===== config.mk =====
export PLATFORM = sky130hd
export DESIGN_NAME = uart_tx
export DESIGN_NICKNAME = d
export VERILOG_FILES = /design/src/rtl/uart_tx.sv
export SDC_FILE = /design/constraint.sdc
export NUM_CORES = 1
export LEC_CHECK = 0
export CORE_MARGIN = 3
export CORE_UTILIZATION = 40
export CTS_CLUSTER_DIAMETER = 100
export DETAILED_ROUTE_END_ITERATION = 7
export GPL_TIMING_DRIVEN = 1
export PLACE_DENSITY = 0.58
export REMOVE_ABC_BUFFERS = 1
export SYNTH_ARGS = -nofsm -noshare
export SYNTH_HDL_FRONTEND = slang
export SYNTH_SLANG_ARGS = --single-unit

===== constraint.sdc =====
create_clock -name clk -period 3.54 [get_ports clk]
set_input_delay 0.354 -clock clk [delete_from_list [all_inputs] [get_ports clk]]
set_output_delay 0.354 -clock clk [all_outputs]
set_load 0.05 [all_outputs]

===== src/rtl/uart_tx.sv =====
// uart_tx: UART byte transmitter. Frames each accepted byte as one start bit
// (0), eight data bits LSB first and one stop bit (1), each bit held for
// CLKS_PER_BIT clocks.
// Ports:
//   clk        - system clock, rising edge
//   rst        - asynchronous active-high reset
//   tx_start   - send request, honoured only while idle
//   tx_data    - byte to send, captured on the accept edge
//   serial_out - serial line, idles high (registered)
//   tx_busy    - high while a frame is on the line (registered)
//   tx_done    - one-cycle pulse in the first idle cycle after a frame (registered)
module uart_tx #(
  parameter int unsigned CLKS_PER_BIT = 10
) (
  input  logic       clk,
  input  logic       rst,
  input  logic       tx_start,
  input  logic [7:0] tx_data,
  output logic       serial_out,
  output logic       tx_busy,
  output logic       tx_done
);

  localparam int unsigned TW = (CLKS_PER_BIT > 1) ? $clog2(CLKS_PER_BIT) : 1;
  localparam int unsigned DW = 8;
  localparam int unsigned IW = 3;
  localparam logic [TW-1:0] TIMER_MAX = TW'(CLKS_PER_BIT - 1);

  typedef enum logic [1:0] {
    IDLE,
    START,
    DATA,
    STOP
  } state_t;

  state_t        state, state_next;
  logic [TW-1:0] timer, timer_next;
  logic [IW-1:0] bit_idx, bit_idx_next;
  logic [DW-1:0] shift_reg, shift_next;
  logic          serial_next, busy_next, done_next;
  logic          bit_end_c;

  assign bit_end_c = (timer == TIMER_MAX);

  // State and registered outputs
  always_ff @(posedge clk or posedge rst) begin
    if (rst) begin
      state      <= IDLE;
      timer      <= '0;
      bit_idx    <= '0;
      shift_reg  <= '0;
      serial_out <= 1'b1;
      tx_busy    <= 1'b0;
      tx_done    <= 1'b0;
    end else begin
      state      <= state_next;
      timer      <= timer_next;
      bit_idx    <= bit_idx_next;
      shift_reg  <= shift_next;
      serial_out <= serial_next;
      tx_busy    <= busy_next;
      tx_done    <= done_next;
    end
  end

  // Next state; output values are computed one cycle ahead so the line
  // changes on the same edge as the state.
  always_comb begin
    state_next   = state;
    timer_next   = timer;
    bit_idx_next = bit_idx;
    shift_next   = shift_reg;
    serial_next  = serial_out;
    busy_next    = tx_busy;
    done_next    = 1'b0;

    case (state)
      IDLE: begin
        serial_next = 1'b1;
        busy_next   = 1'b0;
        if (tx_start) begin
          shift_next  = tx_data;
          timer_next  = '0;
          state_next  = START;
          serial_next = 1'b0;
          busy_next   = 1'b1;
        end
      end

      START: begin
        if (bit_end_c) begin
          timer_next   = '0;
          bit_idx_next = '0;
          state_next   = DATA;
          serial_next  = shift_reg[0];
        end else begin
          timer_next = timer + TW'(1);
        end
      end

      DATA: begin
        if (bit_end_c) begin
          timer_next   = '0;
          shift_next   = {1'b0, shift_reg[DW-1:1]};
          bit_idx_next = bit_idx + IW'(1);
          if (bit_idx == IW'(DW - 1)) begin
            state_next  = STOP;
            serial_next = 1'b1;
          end else begin
            // Next data bit is the one about to shift into position 0
            serial_next = shift_reg[1];
          end
        end else begin
          timer_next = timer + TW'(1);
        end
      end

      STOP: begin
        if (bit_end_c) begin
          timer_next  = '0;
          state_next  = IDLE;
          serial_next = 1'b1;
          busy_next   = 1'b0;
          done_next   = 1'b1;
        end else begin
          timer_next = timer + TW'(1);
        end
      end

      default: begin
        state_next  = IDLE;
        serial_next = 1'b1;
        busy_next   = 1'b0;
      end
    endcase
  end

endmodule


* Word level (Yosys, flattened, before mapping)
Index checks and enable logic that the tools add are counted.
** Operators by class
- Add/sub/neg operators :: 2
- Equality and inequality tests :: 10
- Multiplexer cells :: 26
- Reduce and logical (&&, ||, !) cells :: 10
** Operators with widths (number)
- 2-to-1 mux 8 bit :: 2
- one-hot mux 8 bit (2 select lines) :: 1
- 2-to-1 mux 2 bit :: 5
- inequality test 2 bit, second input constant :: 5
- 2-to-1 mux 1 bit :: 9
- AND reduction 3 bit :: 3
- 2-to-1 mux 4 bit :: 2
- one-hot mux 2 bit (4 select lines) :: 1
- one-hot mux 4 bit (2 select lines) :: 1
- 2-to-1 mux 3 bit :: 2
- one-hot mux 3 bit (2 select lines) :: 1
- nonzero test 2 bit :: 3
- AND reduction 5 bit :: 1
- adder 4 x 1 -> 4 bit, second input constant :: 1
- == test 2 bit, second input constant :: 2
- == test 4 bit, second input constant :: 1
- one-hot mux 1 bit (4 select lines) :: 1
- adder 3 x 1 -> 3 bit, second input constant :: 1
- == test 3 bit, second input constant :: 1
- OR reduction 3 bit :: 1
- == test 2 x 1 -> 1 bit, second input constant :: 1
- logical NOT 2 bit :: 1
- one-hot mux 1 bit (2 select lines) :: 1
- AND reduction 2 bit :: 1
** Storage, ports and cells
- Bits in registers :: 20
- Word-level logic and storage cells :: 55

* Depth between registers and ports, before layout
Gate-level depths: netlist (run 1).
- Depth in word-level cells :: 4
- Gate-level depth with buffers :: 6
- Gate-level depth less buffers :: 5

* Worst setup path after synthesis (run 1)
Ideal clock, no wire load.
- Path kind :: register to register
- From :: register state[0]
- To :: register state[1]
- Library setup time :: 0.128 ns
- Data arrival time :: 1.664 ns
- Required time :: 3.412 ns
- Path slack :: 1.749 ns
- Stages on the path, launching flop included :: 6
- Path buffers :: 0
- Path through :: dfrtp_1 -> inv_1 -> ha_1 -> or3_4 -> a221oi_2 -> mux2_1
** Between the ends
- Longest elaborated chain between the ends :: 3
- Elaborated cells between the ends (all ways) :: 11
- Classes of those cells :: eq/ne (8); mux (1); reduce/logical (2)
** RTL lines
- start: declaration :: RTL line 36 : state_t state, state_next;
- start signal: assignment :: RTL line 56 : state <= state_next;
- == test 2 bit (tied with other cells) :: RTL line 77 : case (state)
- inequality test 2 bit (no source line)
- AND reduction 5 bit (no source line)
Several ways; a longest one is shown, not always the timed one.
A chain may end at the register's enable or synchronous reset.

* Final worst setup path (run 1)
Ends and elaborated chain as after synthesis.

==> summary.txt, run 1 <==
outcome = complete, no violations
top cell type's share of synthesized area = 0.425
vias in the first global route = 835
WP data arrival = 2.41 ns
asr flop ratio synth = 1.00
critical path class = reg2reg
row count = 18
Avg Inst Size Synth = 11.0 sq um
gate count of the mapped netlist = 102
Antenna Nets Post-Route = 0
fillers = 236
post-CTS setup buffers = 0
Pleak = 0.561 nW
first-pass GRT wire length = 3820 um
Max Transition Viols Final = 0
PortBufs = 13
ant diodes = 0
Final period util = 0.630
final hold slack = 0.463 ns
placed cells = 140
Slew HR = 0.481
Clock Sink Count = 20
measured slew at the worst slew-check pin = 0.779 ns
RSZ-0062 raised after global routing = false
Die ar. = 0.00347 sq mm
path category of the worst min-delay check = in2async
setup_tns = 0 ns
final setup fails = 0
final hold violation count = 0
most common cell after layout, fill and taps aside = dfrtp_1
I/O pin count = 14
total power = 1.12 mW
die span in y = 58.9 um
critical path required time = 3.72 ns
P per Cell Area = 869 mW/mm^2
clock transition at the registers of the reported paths = 0.12 ns
clock root cell = clkbuf_4
largest cells by area after synthesis = dfrtp_1 43%, ha_1 7.8%, a2bb2oi_1 5.5%, nand2b_1 3.4%, o22ai_1 3.4%
Initial Util = 0.436
synthesized flop and latch total = 20
maxcap violations = 0
Core Region = 0.00257 sq mm
Post-synth top flop = dfrtp_1
H-tree depth = 1
Clock Tree Buf Depth = 2
CTS buffer count = 3
Wirelength per Cell = 14.7 um
Crit. End Element = register
layout cell share with drive strength beyond 1 = 0.0789
max FFs per register = 8
post-DP HPWL = 1500 um
Synth Cell Area = 0.00112 sq mm
grt total ovfl = 0
min cycle time layout = 2.23 ns
initial antenna violation count = 0
Total Nets Final = 133
gpl congestion = 0.765
number of gates resized after cts = 0
Die X-Extent = 58.9 um
total track usage = 0.142
Netlist cell types = 39
CP max FO = 23
maximum achievable frequency = 449 MHz
Yosys warning count = 0
DRC = 0
hold_buf cts = 0
final WL = 2120 um
1st-iter DRT viols = 28
post-synthesis sequential area ratio = 0.449
CTS tree = done
Vias/cell = 5.53
Finished Layout Cells = 144
Via Count = 797
latest clock arrival within the worst-skew pair = 0.30 ns
commonest non-fill, non-tap cells in the layout = 19 x dfrtp_1, 13 x clkdlybuf4s50_1, 7 x a2bb2oi_1, 7 x inv_1, 7 x ha_1
First-pass DRT Iterations = 4
largest net degree at the start of global routing = 24
Post-synth EDFFs = 0
Worst setup SP type = register
post-synth top area cell = dfrtp_1
Area growth, synth to finish = 15.3%
worst vdd ir = 0.499 mV
Final Skew = 0.0135 ns
## per-layer routing
metal,up-vias,GRT usage,part of all wire
li1,398,-,-
met1,382,0.195,0.52
met2,15,0.222,0.42
met3,2,0.0395,0.046
met4,0,0.0291,0.0071
met5,-,0,0
## cells by family (layout without fill, tap and decap cells)
logic type,count (synthesis),in the layout,synth area share
buffers and inverters,12,24,0.0436
DFF,20,20,0.449
AOI/OAI and AO/OA,35,35,0.248
adders and majority gates,7,7,0.0783
and+or+nand+nor,24,24,0.142
muxes,4,4,0.0391
## stage by stage
| stage | cell area, sq um | utilization | worst slack [ns] |
|---|---|---|---|
| after detailed placement | 1260 | 0.492 | 1.32 |
| after CTS | 1290 | 0.502 | 1.31 |
| after floorplan | 1100 | - | 1.51 |
| after global placement | 1260 | 0.492 | 1.36 |
| final | 1290 | 0.502 | 1.31 |
| after global routing | 1290 | 0.502 | 1.10 |
## power by group
part,internal (mW),switching (mW)
clock network,0.0439,0.0686
logic,0.291,0.301
registers,0.333,0.0828
total,0.668,0.452
## path summary, 6_finish.rpt
kind	start	endpoint	slack, ns	cells after the start
setup / recovery	state[0]	state[1]	1.31	5
hold / removal	rst	shift_reg[4]	0.46	2
setup reg to reg	state[0]	state[1]	1.31	5
hold reg to reg	serial_out	serial_out	0.52	1
max in group asynchronous	rst	timer[0]	2.59	2
min in group clk	serial_out	serial_out	0.52	1
## final cells by class
| type | instances | area, sq um | area share |
|---|---|---|---|
| Clock buffer | 4 | 26.3 | 0.0204 |
| Timing Repair Buffer | 13 | 130 | 0.101 |
| Multi-Input combinational cell | 70 | 568 | 0.440 |
| Tap cell | 30 | 37.5 | 0.0291 |
| Inverter | 7 | 26.3 | 0.0204 |
| Sequential cell | 20 | 502 | 0.389 |
## worst max-delay path: stages, from the launching register on
cell      delay, ns
dfrtp_1        0.41
inv_1          0.09
ha_1           0.47
or3_4          0.50
a221oi_2       0.30
mux2_1         0.35
## cells in the mapped netlist, types with 2 or more instances
master / number
a2bb2oi_1: 7
nand3b_1: 2
nand2_1: 2
dfrtp_1: 19
nand2b_1: 6
o21ai_1: 3
ha_1: 7
nor2_1: 2
mux2_2: 2
inv_1: 7
buf_2: 3
o21ai_0: 4
o22ai_1: 6
and2_1: 4
a22o_1: 2
clkbuf_1: 2
nor2b_1: 2
(Power assumes the default switching activity.)
==> run 2, diff against run 1 <==
==> constraint.sdc (replaced) <==
create_clock -name clk -period 2.16 [get_ports clk]
set_input_delay 0.216 -clock clk [delete_from_list [all_inputs] [get_ports clk]]
set_output_delay 0.216 -clock clk [all_outputs]
set_load 0.05 [all_outputs]
==> run 2 against run 1 <==
Effect of this change:
- clock skew down 0.0090 ns
- first-iteration DRC count rose by 43%
- maximum frequency rose by 18%
- core utilization grew 0.88 points
- highest routed layer unchanged
- combinational power is 68% higher
- sequential power grew 63%
- clock-buffer cell count is the same
- register-to-register slack got worse by 1.0 ns
- flip-flop and latch count stayed put
- cell count up 2.1%
- setup slack got worse by 1.0 ns
==> summary.txt, run 2 (same netlist as run 1, synthesis figures left out) <==
Post-Place Setup Slack = 0.299 ns (-1.02 ns)
total power = 1.86 mW (+66%)
Sw Pwr = 0.754 mW (+67%)
Core Region = 0.00257 sq mm (unchanged)
Area growth, synth to finish = 17.3%
row count = 18 (unchanged)
Crit. End Element = register
total track usage = 0.147 (+0.00509)
Clock Tree Buf Depth = 2 (unchanged)
ant diodes = 0 (unchanged)
final setup fails = 0 (unchanged)
Antenna Nets Post-Route = 0 (unchanged)
sequential power share = 0.365 (-0.007)
Wirelength per Cell = 15.0 um (+2.3%)
final hold violation count = 0 (unchanged)
largest net degree at the start of global routing = 23 (-4.2%)
Die X-Extent = 58.9 um (unchanged)
First-pass DRT Iterations = 4 (unchanged)
max FFs per register = 8 (unchanged)
grt total ovfl = 0 (unchanged)
maximum achievable frequency = 529 MHz (+18%)
Final period util = 0.874 (+0.245)
Cell Int Power = 1.11 mW (+66%)
Clock Sink Count = 20 (unchanged)
Combinational Power Share = 0.534 (+0.006)
fillers = 242 (+2.5%)
die span in y = 58.9 um (unchanged)
post-CTS setup buffers = 0 (unchanged)
gpl congestion = 0.748 (-2.2%)
P per Cell Area = 1420 mW/mm^2 (+63%)
hold_buf cts = 0 (unchanged)
latest clock arrival within the worst-skew pair = 0.30 ns (about the same)
Initial Util = 0.436 (unchanged)
Worst setup SP type = register
vias in the first global route = 805 (-3.6%)
path category of the worst min-delay check = in2async
1st-iter DRT viols = 40 (+43%)
clock transition at the registers of the reported paths = 0.12 ns (about the same)
Slew HR = 0.664 (+0.183)
worst vdd ir = 0.783 mV (+57%)
number of gates resized after cts = 0 (unchanged)
RSZ-0062 raised after global routing = false
critical path required time = 2.38 ns (-1.34 ns)
post-DP HPWL = 1580 um (+5.2%)
CTS tree = done
Final Skew = 0.00448 ns (-0.00899 ns)
Vias/cell = 5.63 (+1.6%)
commonest non-fill, non-tap cells in the layout = 19 x dfrtp_1, 13 x clkdlybuf4s50_1, 7 x a2bb2oi_1, 7 x inv_1, 7 x ha_1
clock root cell = clkbuf_4
outcome = complete, no violations
most common cell after layout, fill and taps aside = dfrtp_1
critical path class = reg2reg
worst reg2reg path depth = 6 (+1)
measured slew at the worst slew-check pin = 0.503 ns (-0.276 ns)
min cycle time layout = 1.89 ns (-0.340 ns)
initial antenna violation count = 0 (unchanged)
Clk pwr share = 0.101 (about the same)
PortBufs = 13 (unchanged)
DRC = 0 (unchanged)
setup_tns = 0 ns (unchanged)
CTS buffer count = 3 (unchanged)
Total Nets Final = 136 (+2.3%)
WP data arrival = 2.11 ns (-0.30 ns)
final worst slack = 0.271 ns (-1.04 ns)
first-pass GRT wire length = 3820 um (-0.18%)
final core utilization = 0.511 (+0.00877)
layout cell share with drive strength beyond 1 = 0.103 (+0.0236)
final WL = 2210 um (+4.4%)
I/O pin count = 14 (unchanged)
Via Count = 827 (+3.8%)
Max Transition Viols Final = 0 (unchanged)
Pleak = 0.575 nW (+2.5%)
CP max FO = 22 (-4.3%)
H-tree depth = 1 (unchanged)
Net Sw Frac = 0.405 (+0.00115)
maxcap violations = 0 (unchanged)
Die ar. = 0.00347 sq mm (unchanged)
## run 2: worst paths after layout
kind	start	endpoint	slack [ns]
min	rst	shift_reg[5]	0.22
max in group asynchronous	rst	serial_out	1.66
max	state[0]	shift_reg[0]	0.27
min reg2reg	serial_out	serial_out	0.52
max reg2reg	state[0]	shift_reg[0]	0.27
min in group clk	tx_data[7]	shift_reg[7]	0.49
## run 2: cell type report
type,instances,area (sq um),share of cell area
multi-input cells,70,568,0.433
flip-flops and latches,20,502,0.382
repair buffers,16,153,0.116
well taps,30,37.5,0.0286
clock buffers,4,26.3,0.0200
inverters,7,26.3,0.0200
## run 2: per-stage QoR
step / hold WS, ns / std cells / cell area, sq um
2_1_floorplan: 0.179 / 97 / 1100
3_3_place_gp: 0.490 / 143 / 1290
3_5_place_dp: 0.491 / 143 / 1290
4_1_cts: 0.232 / 147 / 1310
5_1_grt: 0.228 / 147 / 1310
6_report: 0.225 / 147 / 1310
## run 2: power by group through the flow
stage	Combinational (mW)	Sequential, mW	Clock [mW]
CTS	1.00	0.676	0.195
floorplan	0.716	0.719	0
detailed placement	1.00	0.684	0
finish	0.995	0.680	0.188
global placement	0.977	0.679	0
global route	1.10	0.708	0.210
## run 2: routing by layer
| layer | GRT usage | share of wire | wire length, um |
|---|---|---|---|
| met1 | 0.205 | 0.53 | 1160 |
| met2 | 0.211 | 0.41 | 910 |
| met3 | 0.0307 | 0.039 | 86 |
| met4 | 0.0777 | 0.022 | 49 |
| met5 | 0 | 0 | 0 |
## run 2: worst max-delay path: stages, from the launching register on
cell and delay [ns]:
dfrtp_1 0.43, inv_1 0.12, ha_1 0.18, buf_4 0.25, mux2_2 0.31, a21boi_4 0.32, a2bb2oi_1 0.20
==> run 3, diff against run 2 <==
--- a/config.mk
+++ b/config.mk
@@ -5,12 +5,14 @@
 export SDC_FILE = /design/constraint.sdc
 export NUM_CORES = 1
 export LEC_CHECK = 0
+export CELL_PAD_IN_SITES_DETAIL_PLACEMENT = 1
+export CELL_PAD_IN_SITES_GLOBAL_PLACEMENT = 1
 export CORE_MARGIN = 3
 export CORE_UTILIZATION = 40
 export CTS_CLUSTER_DIAMETER = 100
 export DETAILED_ROUTE_END_ITERATION = 7
 export GPL_TIMING_DRIVEN = 1
-export PLACE_DENSITY = 0.58
+export PLACE_DENSITY = 0.7
 export REMOVE_ABC_BUFFERS = 1
 export SYNTH_ARGS = -nofsm -noshare
 export SYNTH_HDL_FRONTEND = slang
==> run 3 against run 2 <==
Effect of this change:
- via count is 2.1% higher
- setup slack worse by 0.020 ns
- non-clock buffer count unchanged
- clock power about the same
- highest routed layer unchanged
- first-iteration DRC count decreased by 73%
- cell count stayed put
- die area unchanged
- register-to-register slack got worse by 0.02 ns
- critical endpoint is now shift_reg[5]
- flip-flop and latch count unchanged
- largest power group unchanged
- clock-buffer cell count is the same
==> summary.txt, run 3 (same netlist as run 1, synthesis figures left out) <==
Die X-Extent = 58.9 um (unchanged)
CTS buffer count = 3 (unchanged)
total track usage = 0.167 (+0.0206)
CTS tree = done
final setup fails = 0 (unchanged)
measured slew at the worst slew-check pin = 0.506 ns (+0.00283 ns)
RSZ-0062 raised after global routing = false
worst vdd ir = 0.758 mV (-3.1%)
CP endpoint = shift_reg[5]
first-pass GRT wire length = 4350 um (+14%)
multi-input logic area = 568 sq um (unchanged)
vias in the first global route = 901 (+12%)
Post-Place Setup Slack = 0.250 ns (-0.0487 ns)
Core Region = 0.00257 sq mm (unchanged)
grt total ovfl = 0 (unchanged)
Crit. Startpoint = state[0]
CP max FO = 22 (unchanged)
Reg2Reg Setup Slack = 0.25 ns (-0.02 ns)
Worst setup SP type = register
worst reg2reg path depth = 6 (unchanged)
max FFs per register = 8 (unchanged)
PortBufs = 13 (unchanged)
Wirelength per Cell = 17.0 um (+13%)
outcome = complete, no violations
critical path class = reg2reg
min cycle time layout = 1.91 ns (+0.0195 ns)
post-DP HPWL = 1860 um (+18%)
I/O pin count = 14 (unchanged)
Slew HR = 0.662 (-0.00189)
H-tree depth = 1 (unchanged)
Max Transition Viols Final = 0 (unchanged)
path category of the worst min-delay check = in2async
First-pass DRT Iterations = 4 (unchanged)
total power = 1.89 mW (+1.4%)
final hold slack = 0.228 ns (+0.00359 ns)
1st-iter DRT viols = 11 (-73%)
maxcap violations = 0 (unchanged)
RR Startpoint = state[0]
Total Nets Final = 136 (unchanged)
FF-to-FF End = shift_reg[5]
gpl congestion = 0.714 (-4.6%)
WP data arrival = 2.13 ns (+0.02 ns)
Via Count = 844 (+2.1%)
largest net degree at the start of global routing = 23 (unchanged)
P per Cell Area = 1440 mW/mm^2 (+1.4%)
layout cell share with drive strength beyond 1 = 0.103 (unchanged)
latest clock arrival within the worst-skew pair = 0.30 ns (about the same)
die span in y = 58.9 um (unchanged)
number of gates resized after cts = 0 (unchanged)
initial antenna violation count = 0 (unchanged)
Die ar. = 0.00347 sq mm (unchanged)
fillers = 290 (+20%)
maximum achievable frequency = 524 MHz (-1.0%)
Initial Util = 0.436 (unchanged)
setup_tns = 0 ns (unchanged)
final hold violation count = 0 (unchanged)
Reg area = 502 sq um (unchanged)
Pleak = 0.575 nW (unchanged)
Crit. End Element = register
clock transition at the registers of the reported paths = 0.12 ns (about the same)
DRC = 0 (unchanged)
commonest non-fill, non-tap cells in the layout = 19 x dfrtp_1, 13 x clkdlybuf4s50_1, 7 x a2bb2oi_1, 7 x inv_1, 7 x ha_1
final worst slack = 0.252 ns (-0.0195 ns)
Final period util = 0.883 (+0.00904)
hold_buf cts = 0 (unchanged)
Clock Sink Count = 20 (unchanged)
Area growth, synth to finish = 17.3% (unchanged)
clock root cell = clkbuf_4
Vias/cell = 5.74 (+2.1%)
Clock Tree Buf Depth = 2 (unchanged)
final WL = 2490 um (+13%)
row count = 18 (unchanged)
Antenna Nets Post-Route = 0 (unchanged)
ant diodes = 0 (unchanged)
critical path required time = 2.38 ns (about the same)
most common cell after layout, fill and taps aside = dfrtp_1
post-CTS setup buffers = 0 (unchanged)
Final Skew = 0.00591 ns (+0.00142 ns)
==> run 3: cell counts in the layout (fill, tap and decap cells not counted) <==
Identical to the previous run, type by type.
==> run 3: metrics by stage <==
stage	std cells	cell area [sq um]	util
2_1_floorplan	97	1100	-
3_3_place_gp	143	1290	0.501
3_5_place_dp	143	1290	0.501
4_1_cts	147	1310	0.511
5_1_grt	147	1310	0.511
6_report	147	1310	0.511
==> run 3: worst min path at each step <==
stage                 end  slack, ns  cells past startpoint
6_report         timer[3]       0.23                      3
3_3_place_gp   bit_idx[1]       0.49                      1
2_1_floorplan  bit_idx[0]       0.18                      1
4_1_cts          timer[2]       0.23                      3
5_1_grt          timer[2]       0.24                      3
3_5_place_dp   bit_idx[2]       0.49                      1
==> run 3: final cells by class <==
cell class	count	share of cell area
multi-input combinational	70	0.433
tap	30	0.0286
inverter	7	0.0200
timing repair buffer	16	0.116
clock buffer	4	0.0200
sequential	20	0.382
==> run 3: report_power, final <==
group | leakage (nW) | total, mW | internal (mW) | switching, mW
logic | 0.317 | 1.01 | 0.491 | 0.519
registers | 0.243 | 0.689 | 0.547 | 0.142
clock network | 0.0150 | 0.189 | 0.0720 | 0.117
total | 0.575 | 1.89 | 1.11 | 0.779
==> run 3: critical path, stage by stage, from the launching register on <==
cell       delay [ns]
dfrtp_1          0.43
inv_1            0.12
ha_1             0.19
buf_4            0.27
mux2_2           0.31
a21boi_4         0.31
a2bb2oi_1        0.20
==> run 3: per-layer routing <==
metal | part of all wire | vias up | global-route usage
met2 | 0.52 | 8 | 0.287
li1 | - | 409 | -
met4 | 0.013 | 0 | 0.0680
met3 | 0.020 | 4 | 0.0263
met5 | 0 | - | 0
met1 | 0.45 | 423 | 0.208
==> RTL change: new RTL, config.mk and constraints of run 3 <==
Add an input register stage for `tx_start` and `tx_data`; this delays them by one clock.
--- a/src/rtl/uart_tx.sv
+++ b/src/rtl/uart_tx.sv
@@ -34,2 +34,10 @@
   } state_t;
+
+  logic tx_start_q;
+  logic [7:0] tx_data_q;
+
+  always_ff @(posedge clk) begin
+    tx_start_q <= tx_start;
+    tx_data_q  <= tx_data;
+  end
 
@@ -80,4 +88,4 @@
         busy_next   = 1'b0;
-        if (tx_start) begin
-          shift_next  = tx_data;
+        if (tx_start_q) begin
+          shift_next  = tx_data_q;
           timer_next  = '0;
Behaviour: not the same (a bounded check fails within 4 cycles, from zero or initial values and one cycle with rst high).
==> RTL change against run 3 <==
Wire length is 17% higher; setup slack better by 0.0092 ns; design area is 22% higher; synthesized area grew 19%; sequential cell count up 9; critical endpoint is now state[1]$_DFFE_PP0P_; total power up 19%; critical path depth decreased by 1; global-route usage decreased by 0.30 points.
==> RTL change: results <==
metrics = {
    "grt": {
        "first_global_vias": 1104,
        "grt_max_degree": 25,
        "grt_util_met3_pct": 4.745,
        "met1_usage_pct": 19.73,
    },
    "yosys": {
        "ys_async_sr_fraction_pct": 68.97,
        "synth-compound-area-share_pct": 20.04,
        "ys_types": 37,
        "synth_fa_ha_area_share_pct": 6.554,
        "ys_ff_latch": 29,
        "synth-seq-area-share_pct": 51.03,
    },
    "finish": {
        "finalNonFillerCells": 191,
        "layout.nonclk_buf_share_pct": 10.44,
        "multi_input_area_share_pct": 37.18,
        "nClkBuffers": 7,
    },
    "status": {
        "outcome": "finished, final reports clean",
    },
    "placement": {
        "dp_slack_ns": 0.2759,
        "dp_hpwl_um": 2126,
        "place_inst": 183,
    },
    "timing": {
        "skew_ns": 0.009727,
    },
    "clocking": {
        "clk_pin_slew_ns": 0.10,
        "clkLatencyLatePin_ns": 0.33,
    },
    "power_and_ir_drop": {
        "leakagePower_nw": 0.6735,
    },
    "drt": {
        "drtIter0Drc": 76,
        "wl_met3_um": 105,
        "wl_per_cell_um": 15.31,
    },
    "worst_setup_path": {
        "r2r_cells": 5,
        "r2r-end": "state[1]$_DFFE_PP0P_",
    },
}
[RTL change: cell count changes after synthesis, sizes merged, moves of 3 or more]
| cell | delta |
|---|---|
| o22ai | +3 |
| nor2 | +6 |
| nor3 | +6 |
| a211oi | +6 |
| dfxtp | +9 |
| a2bb2oi | -6 |
[RTL change: through the flow]
step                      hold slack [ns]  instance area (um2)  utilization, %
after floorplan                    0.1791                 1313               -
after global placement             0.4370                 1535           49.08
after detailed placement           0.4562                 1535           49.08
after CTS                          0.2145                 1605           51.32
after global routing               0.2217                 1605           51.32
final                              0.2098                 1605           51.32
[RTL change: where the power goes]
part	internal, mW	switching [mW]
Sequential	0.711	0.139
Combinational	0.466	0.549
Clock	0.188	0.187
Total	1.37	0.875
[RTL change: worst max-delay path, cell delays in order (launching register included)]
cell	delay, ns
dfrtp_1	0.41
inv_1	0.10
ha_1	0.22
or3_4	0.41
a221oi_2	0.29
mux2_1	0.36
